$ cat config.mk
export PLATFORM = sky130hd
export DESIGN_NAME = trap_controller
export DESIGN_NICKNAME = d
export VERILOG_FILES = /design/src/rtl/trap_controller.sv
export SDC_FILE = /design/constraint.sdc
export NUM_CORES = 1
export LEC_CHECK = 0
export ABC_CLOCK_PERIOD_IN_PS = 7500
export BUFFER_PORTS_ARGS = -buffer_cell sky130_fd_sc_hd__buf_2
export CAP_MARGIN = 15
export CELL_PAD_IN_SITES_DETAIL_PLACEMENT = 2
export CELL_PAD_IN_SITES_GLOBAL_PLACEMENT = 2
export CORE_MARGIN = 4
export CORE_UTILIZATION = 31
export CTS_CLUSTER_SIZE = 30
export DETAILED_ROUTE_END_ITERATION = 6
export PLACE_DENSITY_LB_ADDON = 0.1
export SYNTH_ARGS = -nofsm -noshare
export SYNTH_HDL_FRONTEND = slang
export SYNTH_SLANG_ARGS = --single-unit
$ cat constraint.sdc
create_clock -name CLK -period 7.5 [get_ports CLK]
set_input_delay 0.75 -clock CLK [delete_from_list [all_inputs] [get_ports CLK]]
set_output_delay 0.75 -clock CLK [all_outputs]
set_load 0.01 [all_outputs]
$ cat src/rtl/trap_controller.sv
// rtl/trap_controller.sv - precise trap entry/return sequencer with machine-mode trap CSRs
module trap_controller #(
    parameter logic [31:0] RESET_MTVEC  = 32'h0000_0100,
    parameter int          FLUSH_CYCLES = 2
) (
    input  logic        CLK,
    input  logic        RST,
    input  logic        ex_valid,
    input  logic [31:0] ex_pc,
    input  logic        illegal_inst,
    input  logic        inst_misaligned,
    input  logic        ebreak,
    input  logic        load_misaligned,
    input  logic        store_misaligned,
    input  logic        ecall,
    input  logic [31:0] fault_addr,
    input  logic        irq_ext,
    input  logic        mret,
    input  logic        pipe_ready,
    input  logic        mtvec_we,
    input  logic [31:0] mtvec_wdata,
    input  logic        mie_we,
    input  logic        mie_wdata,
    output logic        flush,
    output logic        busy,
    output logic        redirect,
    output logic [31:0] redirect_target,
    output logic [31:0] mepc,
    output logic [31:0] mcause,
    output logic [31:0] mtval,
    output logic [31:0] mtvec,
    output logic        mie,
    output logic        mpie
);

    localparam int CW = (FLUSH_CYCLES > 1) ? $clog2(FLUSH_CYCLES) : 1;
    localparam logic [CW-1:0] CNT_INIT = CW'(FLUSH_CYCLES - 1);
    localparam logic [31:0]   IRQ_CAUSE = 32'h8000_000B;
    localparam logic [31:0]   ALIGN_MASK = ~32'h3;

    typedef enum logic [1:0] {
        S_IDLE     = 2'd0,
        S_FLUSH    = 2'd1,
        S_REDIRECT = 2'd2
    } state_t;

    state_t        state_q, state_d;
    logic [CW-1:0] count_q, count_d;
    logic          ret_sel_q, ret_sel_d;
    logic          flush_q, flush_d;
    logic          busy_q, busy_d;
    logic          redirect_q, redirect_d;
    logic [31:0]   target_q, target_d;
    logic [31:0]   mepc_q, mepc_d;
    logic [31:0]   mcause_q, mcause_d;
    logic [31:0]   mtval_q, mtval_d;
    logic [31:0]   mtvec_q, mtvec_d;
    logic          mie_q, mie_d;
    logic          mpie_q, mpie_d;

    logic        sync_hit;
    logic        take_trap;
    logic        take_mret;
    logic [31:0] sync_cause;
    logic        sync_has_tval;

    // Fixed RISC-V synchronous exception priority, highest first.
    always_comb begin
        sync_cause    = 32'd11;
        sync_has_tval = 1'b0;
        if (inst_misaligned) begin
            sync_cause    = 32'd0;
            sync_has_tval = 1'b1;
        end else if (illegal_inst) begin
            sync_cause = 32'd2;
        end else if (ebreak) begin
            sync_cause = 32'd3;
        end else if (load_misaligned) begin
            sync_cause    = 32'd4;
            sync_has_tval = 1'b1;
        end else if (store_misaligned) begin
            sync_cause    = 32'd6;
            sync_has_tval = 1'b1;
        end
    end

    assign sync_hit  = inst_misaligned | illegal_inst | ebreak |
                       load_misaligned | store_misaligned | ecall;
    // mret outranks a pending interrupt; synchronous exceptions outrank both.
    assign take_trap = (state_q == S_IDLE) && ex_valid &&
                       (sync_hit || (!mret && irq_ext && mie_q));
    assign take_mret = (state_q == S_IDLE) && ex_valid && !sync_hit && mret;

    always_comb begin
        state_d    = state_q;
        count_d    = count_q;
        ret_sel_d  = ret_sel_q;
        flush_d    = flush_q;
        busy_d     = busy_q;
        redirect_d = redirect_q;
        target_d   = target_q;
        mepc_d     = mepc_q;
        mcause_d   = mcause_q;
        mtval_d    = mtval_q;
        mtvec_d    = mtvec_q;
        mie_d      = mie_q;
        mpie_d     = mpie_q;

        if (mtvec_we) begin
            mtvec_d = mtvec_wdata & ALIGN_MASK;
        end
        if (mie_we) begin
            mie_d = mie_wdata;
        end

        case (state_q)
            S_IDLE: begin
                flush_d    = 1'b0;
                busy_d     = 1'b0;
                redirect_d = 1'b0;
                if (take_trap) begin
                    mepc_d    = ex_pc;
                    mcause_d  = sync_hit ? sync_cause : IRQ_CAUSE;
                    mtval_d   = (sync_hit && sync_has_tval) ? fault_addr : 32'd0;
                    mpie_d    = mie_q;
                    mie_d     = 1'b0;
                    ret_sel_d = 1'b0;
                    count_d   = CNT_INIT;
                    state_d   = S_FLUSH;
                    flush_d   = 1'b1;
                    busy_d    = 1'b1;
                end else if (take_mret) begin
                    mie_d     = mpie_q;
                    mpie_d    = 1'b1;
                    ret_sel_d = 1'b1;
                    count_d   = CNT_INIT;
                    state_d   = S_FLUSH;
                    flush_d   = 1'b1;
                    busy_d    = 1'b1;
                end
            end
            S_FLUSH: begin
                count_d = (count_q == '0) ? '0 : count_q - 1'b1;
                if ((count_q == '0) && pipe_ready) begin
                    state_d    = S_REDIRECT;
                    flush_d    = 1'b0;
                    busy_d     = 1'b1;
                    redirect_d = 1'b1;
                    // Target is latched here, so an mtvec write during REDIRECT cannot disturb it.
                    target_d   = ret_sel_q ? mepc_q : (mtvec_q & ALIGN_MASK);
                end
            end
            S_REDIRECT: begin
                state_d    = S_IDLE;
                flush_d    = 1'b0;
                busy_d     = 1'b0;
                redirect_d = 1'b0;
            end
            default: begin
                state_d    = S_IDLE;
                flush_d    = 1'b0;
                busy_d     = 1'b0;
                redirect_d = 1'b0;
            end
        endcase
    end

    always_ff @(posedge CLK or posedge RST) begin
        if (RST) begin
            state_q    <= S_IDLE;
            count_q    <= '0;
            ret_sel_q  <= 1'b0;
            flush_q    <= 1'b0;
            busy_q     <= 1'b0;
            redirect_q <= 1'b0;
            target_q   <= 32'd0;
            mepc_q     <= 32'd0;
            mcause_q   <= 32'd0;
            mtval_q    <= 32'd0;
            mtvec_q    <= RESET_MTVEC;
            mie_q      <= 1'b0;
            mpie_q     <= 1'b0;
        end else begin
            state_q    <= state_d;
            count_q    <= count_d;
            ret_sel_q  <= ret_sel_d;
            flush_q    <= flush_d;
            busy_q     <= busy_d;
            redirect_q <= redirect_d;
            target_q   <= target_d;
            mepc_q     <= mepc_d;
            mcause_q   <= mcause_d;
            mtval_q    <= mtval_d;
            mtvec_q    <= mtvec_d;
            mie_q      <= mie_d;
            mpie_q     <= mpie_d;
        end
    end

    assign flush           = flush_q;
    assign busy            = busy_q;
    assign redirect        = redirect_q;
    assign redirect_target = target_q;
    assign mepc            = mepc_q;
    assign mcause          = mcause_q;
    assign mtval           = mtval_q;
    assign mtvec           = mtvec_q;
    assign mie             = mie_q;
    assign mpie            = mpie_q;

endmodule

==> summary.txt, run 1 <==
Cells and area
  • Antenna cells: 0
  • Storage cell area: 3510 um2
  • Fraction of layout cells with a size suffix above 1: 48.7%
  • Final #Nets: 823
  • Area delta synth->final: 32.9%
  • Layout fillers: 2001
  • Multi-input logic area: 2170 um2

Timing
  • Period utilization: 30.7%
  • Tightest Pin Transition: 1.08 ns
  • Fin crit period: 2.30 ns
  • Unrepaired setup endpoints after global routing: no
  • Worst rel slew slack: 27.7%
  • Fmax: 435 MHz
  • Final Hold Viols: 0
  • Slew Viols, Final: 0
  • Clock skew: 0.0107 ns
  • Final count of negative-setup-slack endpoints: 0
  • Final TNS setup: 0 ns

Logic synthesis
  • Cells after Synth: 472
  • Avg Cell Area, Syn: 12.5 um2
  • Ys flop type: dfrtp_1
  • Mapped cell area: 5910 um2
  • Seq/Total Area, Yosys: 59.3%
  • Post-synth EDFFs: 0
  • Post-synth top area share: 58.8%
  • Ys async rst share: 100%
  • Yosys cell types: 38
  • Top cells by area, synth: dfrtp_1 (59%), mux2_2 (12%), mux2i_1 (5.2%)
  • Syn. warnings: 0
  • Seq cells post-synth: 140
  • Cell taking the most area after synthesis: dfrtp_1

Clock tree
  • CTS Buf Count: 17
  • Hold buffer count at cts: 0
  • Clock-pin slew on the worst setup and hold paths: 0.06 ns
  • Clk_lat worst skew: 0.42 ns
  • Cts repair resizes: 0
  • Max Buffers Root-to-Sink: 2
  • Clock root cell: clkbuf_16
  • H-tree Lvls: 4
  • CTS tree: done
  • Clock Sinks: 140
  • Setup repair bufs after CTS: 0

GRT
  • Number of global-route vias before repair: 5242
  • Initial antenna violation count: 2
  • Pin count of the biggest net entering global routing: 73
  • Grt ovf: 0
  • GRT Overall Usage: 17.8%
  • Global-route wire length before repair: 30.1 mm

Setup path
  • Critical path class: flop to flop
  • Worst reg2reg path depth: 4
  • Origin of the critical flop-to-flop path: state_q[1]
  • Crit path cell chain: or3b_2, a31oi_4, buf_4, mux2_2
  • End of the critical path: mepc[13]
  • CP max-delay cell: or3b_2
  • Startpoint Class: flop
  • R2R Setup Slk: 5.20 ns
  • Setup crit end kind: flop
  • FF-to-FF End: mepc[13]
  • Crit path largest cell delay: 0.63 ns
  • CP Launch Point: state_q[1]
  • CP Data Arrival Time: 2.60 ns
  • CP Data Required Time: 7.80 ns
  • CP max FO: 33

Routing
  • Average routed wire per standard cell: 19.9 um
  • Initial DRC Count: 173
  • DR vias/cell: 4.79
  • Post-route DRC: 0
  • Vias: 4596
  • Post-DRT Antenna Nets: 0
  • Pre-antenna DRT Iters: 4
  • Final WL: 19.1 mm

Floorplanning
  • Die Footprint: 21300 um2
  • Die height: 146 um
  • Horiz. Die Dim: 146 um
  • CORE AREA: 18700 um2
  • Initial Util: 31.6%
  • Row cnt: 50
  • Ports: 276

Power
  • Power density of the placed cells: 406 nW/um2
  • Peak VDD IR: 0.161 mV
  • Overall Power: 3.19 mW
  • Static leakage power: 3.67 nW

Placed design
  • DP Wirelength: 13.7 mm
  • Port buffer count: 244
  • Final GP Congestion: 0.750

Min path
  • Min-Delay Path Class: primary input to async pin

Status
  • Status: complete, no violations

Run
  • Max Cap Viol: 0
==> stage by stage <==
step	hold WS [ns]	util (%)	worst slack (ns)	std cells	instance area [um2]
3_3_place_gp	0.467	38.8	4.84	927	7260
5_1_grt	0.467	42.0	5.11	959	7850
2_1_floorplan	0.522	-	3.00	500	6020
3_5_place_dp	0.472	38.8	4.81	927	7260
4_1_cts	0.459	42.0	5.17	959	7850
6_report	0.410	42.0	5.20	959	7850
==> worst max-delay path: cells and delay by family, from the launching register on <==
kind                   cells  cell delay [ns]
AND/OR/NAND/NOR            1             0.63
AO/OA/AOI/OAI              1             0.19
multiplexers               1             0.41
buffers and inverters      1             0.49
flip-flops                 1             0.44
==> state kept, by name, indices dropped and copies added, names as in the netlist, 2 cells and up <==
name / count
mepc: 32
state_q: 2
mcause: 5
mtval: 32
mtvec: 30
redirect_target: 32
==> placed cells by master, fill, tap and decap left out, types with 4 or more instances in the layout <==
cell type / count
nand3_1: 5
dfrtp_1: 138
clkbuf_16: 17
nor2_1: 36
buf_2: 244
buf_4: 6
a21oi_1: 31
mux2_2: 62
conb_1: 29
nand2_1: 34
inv_1: 4
o21ai_0: 7
mux2i_1: 31
o2bb2ai_1: 32
==> worst min path at each step <==
stage	start	endpoint	slack, ns	cells past startpoint
global placement	mtval[8]	mtval[8]	0.47	1
global route	RST	busy	0.47	2
CTS	RST	busy	0.46	2
floorplan	mtval[0]	mtval[0]	0.52	1
finish	RST	busy	0.41	2
detailed placement	mtval[14]	mtval[14]	0.47	1
==> layout make-up <==
class                   count  area share (%)
well taps                 234            3.73
repair buffers            250            16.1
flip-flops and latches    140            44.6
inverters                   5           0.303
multi-input cells         298            27.6
clock buffers              21            5.74
clock inverters            11            1.85
==> per-layer routing <==
metal	part of all wire (%)	wire, um	GRT usage, %
met1	40	7640	20.9
met2	51	9750	31.0
met3	7.5	1430	6.15
met4	1.4	263	5.41
met5	0.18	34	0
==> cells in the mapped netlist, types with 2 or more instances <==
cell	instances
o21a_1	3
a32o_1	2
mux2i_1	31
clkbuf_1	15
a21oi_1	32
o2bb2ai_1	32
nand3_1	5
inv_1	5
o21ai_0	7
o22a_1	2
o22ai_1	2
dfrtp_1	139
nor2_1	36
nand2_1	34
nor4_1	3
buf_6	3
buf_1	7
buf_4	32
mux2_2	62
nor2b_1	2
==> power breakdown <==
part	switching [mW]	leakage (nW)	internal, mW
registers	0.203	1.67	1.06
logic	0.590	1.72	0.477
clock network	0.327	0.283	0.531
==> kinds of logic (layout without fill, tap and decap cells) <==
kind of cell           count (synthesis)  after routing  synth area share [%]
DFF                                  140            140                  59.3
muxes                                 93             93                  17.1
and+or+nand+nor                       89             89                  6.60
AOI/OAI and AO/OA                     87             87                  10.6
buffers and inverters                 62            287                  6.35
other                                  1             29                0.0634
No activity file was read; power rests on OpenSTA's default activity.
==> inputs of run 2 (changes only) <==
--- a/config.mk
+++ b/config.mk
@@ -5,13 +5,14 @@
 export SDC_FILE = /design/constraint.sdc
 export NUM_CORES = 1
 export LEC_CHECK = 0
-export ABC_CLOCK_PERIOD_IN_PS = 7500
+export ABC_AREA = 1
+export ABC_CLOCK_PERIOD_IN_PS = 1900
 export BUFFER_PORTS_ARGS = -buffer_cell sky130_fd_sc_hd__buf_2
 export CAP_MARGIN = 15
 export CELL_PAD_IN_SITES_DETAIL_PLACEMENT = 2
 export CELL_PAD_IN_SITES_GLOBAL_PLACEMENT = 2
 export CORE_MARGIN = 4
-export CORE_UTILIZATION = 31
+export CORE_UTILIZATION = 23
 export CTS_CLUSTER_SIZE = 30
 export DETAILED_ROUTE_END_ITERATION = 6
 export PLACE_DENSITY_LB_ADDON = 0.1
==> constraint.sdc (replaced) <==
create_clock -name CLK -period 1.9 [get_ports CLK]
set_input_delay 0.19 -clock CLK [delete_from_list [all_inputs] [get_ports CLK]]
set_output_delay 0.19 -clock CLK [all_outputs]
set_load 0.01 [all_outputs]
==> run 2 against run 1 <==
Compared with the run above:
- maximum frequency rose by 59%
- critical endpoint is now redirect_target[0]
- register-to-register slack got worse by 4.7 ns
- critical path type unchanged
- global-route usage is 2.3 points lower
- largest power group unchanged
==> summary.txt, run 2 <==
Setup path
  • Worst reg2reg path depth: 7
  • Crit path cell chain: inv_1, nand2_1, nor3_4, inv_1, buf_4, nand2_1, nand2_1
  • CP max FO: 12
  • CP max-delay cell: dfrtp_1
  • R2R Setup Slk: 0.45 ns
  • Critical path class: flop to flop
  • CP Launch Point: state_q[1]
  • Most numerous cell on the critical path: nand2_1
  • Startpoint Class: flop
  • Origin of the critical flop-to-flop path: state_q[1]
  • CP Data Arrival Time: 1.75 ns
  • CP Data Required Time: 2.20 ns
  • End of the critical path: redirect_target[0]
  • Setup crit end kind: flop
  • FF-to-FF End: redirect_target[0]
  • Crit path largest cell delay: 0.39 ns

Floorplanning
  • Ports: 276
  • CORE AREA: 26000 um2
  • Die Footprint: 29000 um2
  • Initial Util: 23.3%
  • Die height: 170 um
  • Row cnt: 59
  • Horiz. Die Dim: 170 um

Cells and area
  • Final #Nets: 1112
  • Fraction of layout cells with a size suffix above 1: 30.0%
  • Antenna cells: 0
  • Most frequent cells in the layout: nand2_1 (300), buf_2 (244), dfrtp_1 (138), o21ai_0 (76), dlygate4sd3_1 (45)
  • Commonest non-fill, non-tap cell in the layout: nand2_1
  • Layout fillers: 3074
  • Layout Cells excl Fill: 1347
  • Area delta synth->final: 42.3%

Power
  • Peak VDD IR: 0.443 mV
  • Sw Share: 36.9%
  • Static leakage power: 4.66 nW
  • Clk network pwr share: 28.2%
  • Comb power frac: 32.8%
  • Power density of the placed cells: 1410 nW/um2
  • Net Sw Power: 4.48 mW
  • Sequential power share: 39.0%
  • Int Pwr: 7.65 mW

Logic synthesis
  • Mapped cell area: 6070 um2
  • Most frequent cells after synthesis: nand2_1 (300), dfrtp_1 (139), o21ai_0 (76)
  • Ys async rst share: 100%
  • Seq cells post-synth: 140
  • Cells after Synth: 716
  • Post-synth top area share: 57.3%
  • Top cells by area, synth: dfrtp_1 (57%), nand2_1 (19%), o21ai_0 (6.3%)
  • Yosys cell types: 24
  • Seq/Total Area, Yosys: 57.8%
  • Count leader, synth: nand2_1
  • Avg Cell Area, Syn: 8.47 um2
  • Cell taking the most area after synthesis: dfrtp_1
  • Post-synth EDFFs: 0
  • Syn. warnings: 0
  • Ys flop type: dfrtp_1

Timing
  • Fin crit period: 1.45 ns
  • Final Hold Viols: 0
  • Fmax: 692 MHz
  • Unrepaired setup endpoints after global routing: no
  • Period utilization: 76.1%
  • Clock skew: 0.0109 ns
  • Final count of negative-setup-slack endpoints: 0
  • Hold WS: 0.0158 ns
  • Slew Viols, Final: 0

Clock tree
  • H-tree Lvls: 4
  • Clock-pin slew on the worst setup and hold paths: 0.06 ns
  • Max Buffers Root-to-Sink: 2
  • CTS Buf Count: 17
  • Clock root cell: clkbuf_16
  • CTS tree: done
  • Clk_lat worst skew: 0.42 ns
  • Clock Sinks: 140

Routing
  • Post-route DRC: 0
  • Initial DRC Count: 177
  • DR vias/cell: 4.20
  • Vias: 5655
  • Pre-antenna DRT Iters: 4
  • Final WL: 22.5 mm
  • Post-DRT Antenna Nets: 0
  • Average routed wire per standard cell: 16.7 um

Placed design
  • Port buffer count: 244
  • DP Wirelength: 16.1 mm
  • Final GP Congestion: 0.700
  • Placed cells: 1272

Run
  • Max Cap Viol: 0

GRT
  • Pin count of the biggest net entering global routing: 74
  • Grt ovf: 0
  • Number of global-route vias before repair: 6079
  • Global-route wire length before repair: 35.0 mm
  • Initial antenna violation count: 1
  • GRT Overall Usage: 15.5%

Status
  • Status: complete, no violations

Min path
  • Min-Delay Path Class: primary input to flop
-- run 2: changes by cell type in the layout (fill, tap and decap cells not counted), moves of 29 or more --
cell / delta
o2bb2ai_1: -32
mux2i_1: -31
mux2_2: -62
o21ai_0: +69
dlygate4sd3_1: +45
nor2_1: -29
nand2_1: +266
nand3_1: +38
inv_1: +37
-- run 2: critical path: cells and delay by family, from the launching register on --
family	cells	cell delay, ns
AND/OR/NAND/NOR	4	0.38
flip-flops	1	0.39
buffers and inverters	3	0.56
-- run 2: timing repair --
| item | 4_1_cts | 5_1_grt |
|---|---|---|
| buffers inserted | 0 | 0 |
| hold buffers | 44 | 1 |
| resized for setup | 0 | 0 |
| hold endpoints to repair | 84 | 1 |
-- run 2: metrics by stage --
step                setup WS [ns]  power, mW  area [um2]  util, %  setup TNS (ns)
global route                0.276       13.1        8630     33.2               0
finish                      0.454       12.1        8630     33.2               0
CTS                         0.404       12.4        8620     33.2               0
detailed placement          0.370       8.85        7590     29.2               0
global placement            0.404       8.76        7590     29.2               0
floorplan                 -0.0383       6.85        6170        -           -5.32
-- run 2: metal layers --
metal / track usage (%) / wire, um / vias to the layer above
li1: - / - / 2759
met1: 20.3 / 10100 / 2709
met2: 24.9 / 10500 / 172
met3: 5.23 / 1720 / 13
met4: 3.75 / 176 / 2
met5: 0 / 13 / -
-- run 2: worst min path at each step --
| stage | cells past startpoint | from | slack [ns] | to |
|---|---|---|---|---|
| after detailed placement | 2 | RST | 0.12 | mcause[3] |
| after global placement | 2 | RST | 0.11 | mcause[3] |
| after global routing | 3 | ex_pc[18] | 0.007 | mepc[18] |
| final | 3 | ex_pc[18] | 0.02 | mepc[18] |
| after floorplan | 2 | mtvec_wdata[8] | 0.30 | mtvec[8] |
| after CTS | 3 | fault_addr[2] | 0.0002 | mtval[2] |
-- run 2: cells by family after synthesis --
| kind of cell | count (synthesis) | synth area share (%) |
|---|---|---|
| other | 1 | 0.0618 |
| flip-flops | 140 | 57.8 |
| AO/OA/AOI/OAI | 105 | 8.81 |
| AND/OR/NAND/NOR | 356 | 23.4 |
| buffers and inverters | 114 | 9.98 |
-- run 2: final cells by class --
| class | instances | area, um2 | area share, % |
|---|---|---|---|
| multi-input cells | 490 | 2070 | 24.0 |
| inverters | 44 | 169 | 1.96 |
| clock inverters | 12 | 149 | 1.73 |
| flip-flops and latches | 140 | 3510 | 40.6 |
| repair buffers | 308 | 1880 | 21.7 |
| clock buffers | 18 | 439 | 5.09 |
| well taps | 335 | 419 | 4.86 |
-- run 2: power groups by stage --
stage	Clock, mW	Combinational [mW]	Sequential, mW
5_1_grt	3.70	4.53	4.92
4_1_cts	3.54	4.13	4.76
3_5_place_dp	0	4.05	4.80
2_1_floorplan	0	1.64	5.21
3_3_place_gp	0	3.99	4.77
6_report	3.42	3.99	4.73
==> inputs of run 3 (changes only) <==
--- a/config.mk
+++ b/config.mk
@@ -6,13 +6,13 @@
 export NUM_CORES = 1
 export LEC_CHECK = 0
 export ABC_AREA = 1
-export ABC_CLOCK_PERIOD_IN_PS = 1900
+export ABC_CLOCK_PERIOD_IN_PS = 1500
 export BUFFER_PORTS_ARGS = -buffer_cell sky130_fd_sc_hd__buf_2
 export CAP_MARGIN = 15
 export CELL_PAD_IN_SITES_DETAIL_PLACEMENT = 2
 export CELL_PAD_IN_SITES_GLOBAL_PLACEMENT = 2
 export CORE_MARGIN = 4
-export CORE_UTILIZATION = 23
+export CORE_UTILIZATION = 26
 export CTS_CLUSTER_SIZE = 30
 export DETAILED_ROUTE_END_ITERATION = 6
 export PLACE_DENSITY_LB_ADDON = 0.1
==> constraint.sdc (replaced) <==
create_clock -name CLK -period 1.5 [get_ports CLK]
set_input_delay 0.15 -clock CLK [delete_from_list [all_inputs] [get_ports CLK]]
set_output_delay 0.15 -clock CLK [all_outputs]
set_load 0.01 [all_outputs]
==> run 3 against run 2 <==
Compared with the run above:
- first-iteration DRC count decreased by 1.7%
- sequential share of layout area decreased by 2.2 points
- critical path depth up 1
- clock power is 16% higher
- routed wire length is 7.3% higher
- critical endpoint is now mpie
==> summary.txt, run 3 (synthesized netlist as in run 2, its figures left out) <==
Status
  • Status: complete, no violations

GRT
  • Pin count of the biggest net entering global routing: 68
  • Global-route wire length before repair: 38.5 mm
  • Initial antenna violation count: 0
  • GRT Overall Usage: 18.6%
  • Grt ovf: 0
  • Number of global-route vias before repair: 6961

Placed design
  • Post-placement cell area: 7610 um2
  • Final GP Congestion: 0.770
  • DP Wirelength: 16.3 mm
  • Placed cells: 1250
  • Port buffer count: 244

Timing
  • Final Hold Viols: 0
  • Unrepaired setup endpoints after global routing: no
  • Hold WS: 0.0124 ns
  • Fin crit period: 1.39 ns
  • Period utilization: 92.5%
  • Clock skew: 0.0117 ns
  • Final count of negative-setup-slack endpoints: 0
  • Final TNS setup: 0 ns
  • Fmax: 721 MHz
  • Slew Viols, Final: 0

Cells and area
  • Final #Nets: 1160
  • Layout Cells excl Fill: 1375
  • Antenna cells: 0
  • Commonest non-fill, non-tap cell in the layout: nand2_1
  • Most frequent cells in the layout: nand2_1 (299), buf_2 (244), dfrtp_1 (138), dlygate4sd3_1 (91), o21ai_0 (76)
  • Fraction of layout cells with a size suffix above 1: 29.3%
  • Cell area after layout: 9120 um2
  • Area delta synth->final: 50.4%

Setup path
  • Startpoint Class: flop
  • CP Data Required Time: 1.81 ns
  • CP max FO: 46
  • CP Data Arrival Time: 1.70 ns
  • R2R Setup Slk: 0.11 ns
  • Critical path class: flop to flop
  • Setup crit end kind: flop

Clock tree
  • CTS tree: done
  • CTS Buf Count: 17
  • Max Buffers Root-to-Sink: 2
  • Clock root cell: clkbuf_16
  • Clock Sinks: 140
  • H-tree Lvls: 4
  • Clock-pin slew on the worst setup and hold paths: 0.06 ns
  • Clk_lat worst skew: 0.42 ns

Routing
  • Pre-antenna DRT Iters: 4
  • Post-route DRC: 0
  • Final WL: 24.2 mm
  • Post-DRT Antenna Nets: 0
  • Average routed wire per standard cell: 17.6 um
  • Vias: 6001
  • DR vias/cell: 4.36
  • Initial DRC Count: 174

Power
  • Int Pwr: 9.55 mW
  • Static leakage power: 4.88 nW
  • Sequential power share: 39.4%
  • Sw Share: 38.1%
  • Clk network pwr share: 25.7%
  • Overall Power: 15.4 mW
  • Net Sw Power: 5.89 mW
  • Peak VDD IR: 0.691 mV
  • Comb power frac: 34.9%
  • Power density of the placed cells: 1690 nW/um2

Floorplanning
  • Horiz. Die Dim: 161 um
  • Initial Util: 26.6%
  • Ports: 276
  • Die Footprint: 25800 um2
  • Row cnt: 55
  • Die height: 161 um
  • CORE AREA: 22800 um2

Min path
  • Min-Delay Path Class: primary input to flop

Run
  • Max Cap Viol: 0
run 3: cell types whose count changed in the layout (fill, tap and decap cells not counted), sizes merged, moves of 2 or more:
cell,delta
clkinv,-2
clkinvlp,+2
dlygate4sd3,+46
clkbuf,+5
bufinv,-3
run 3: critical path, stage by stage, from the launching register on:
cell      delay, ns
dfrtp_1        0.37
nor2_2         0.06
nand2_1        0.10
clkinv_2       0.14
nand2_4        0.17
buf_12         0.25
nand2_1        0.08
nand2_1        0.06
nand2_1        0.04
run 3: power groups by stage:
stage | Combinational, mW | Sequential (mW) | Clock, mW
4_1_cts | 5.40 | 6.11 | 4.10
5_1_grt | 6.08 | 6.30 | 4.26
2_1_floorplan | 2.08 | 6.60 | 0
3_3_place_gp | 4.96 | 6.07 | 0
3_5_place_dp | 5.17 | 6.14 | 0
6_report | 5.38 | 6.08 | 3.97
run 3: stage by stage:
step,utilization [%],setup slack [ns]
2_1_floorplan,-,-0.398
3_3_place_gp,33.4,0.0202
3_5_place_dp,33.4,-0.0637
4_1_cts,39.8,0.0435
5_1_grt,40.0,0.00712
6_report,40.0,0.113
run 3: path summary, 6_finish.rpt:
kind                                startpoint             endpoint  cells past startpoint
setup / recovery                    state_q[0]                 mpie                      8
hold / removal                  fault_addr[30]            mtval[30]                      3
setup reg to reg                    state_q[0]                 mpie                      8
hold reg to reg            redirect_target[20]  redirect_target[20]                      2
max in group asynchronous                  RST             mtvec[8]                      4
min in group asynchronous                  RST             mepc[30]                      3
run 3: per-layer routing:
layer  GRT usage [%]  routed length, um  vias to the layer above
li1                -                  -                     2850
met1            22.4              10100                     2949
met2            32.5              12200                      181
met3            5.75               1640                       21
met4            4.54                291                        0
met5               0                  0                        -
run 3: final cells by class:
| cell class | instances | area, um2 |
|---|---|---|
| clock buffer | 22 | 484 |
| clock inverter | 10 | 65.1 |
| fill | 2569 | 13700 |
| inverter | 44 | 170 |
| multi-input combinational | 490 | 2080 |
| sequential | 140 | 3510 |
| tap | 313 | 392 |
| timing repair buffer | 356 | 2430 |
run 3: repair_timing:
item / 4_1_cts / 5_1_grt
hold buffers: 91 / 0
gates resized for setup: 1 / 4
endpoints found under the setup margin: 19 / 31
setup buffers: 0 / 1
gates cloned: 0 / 1
endpoints found under the hold margin: 229 / 0
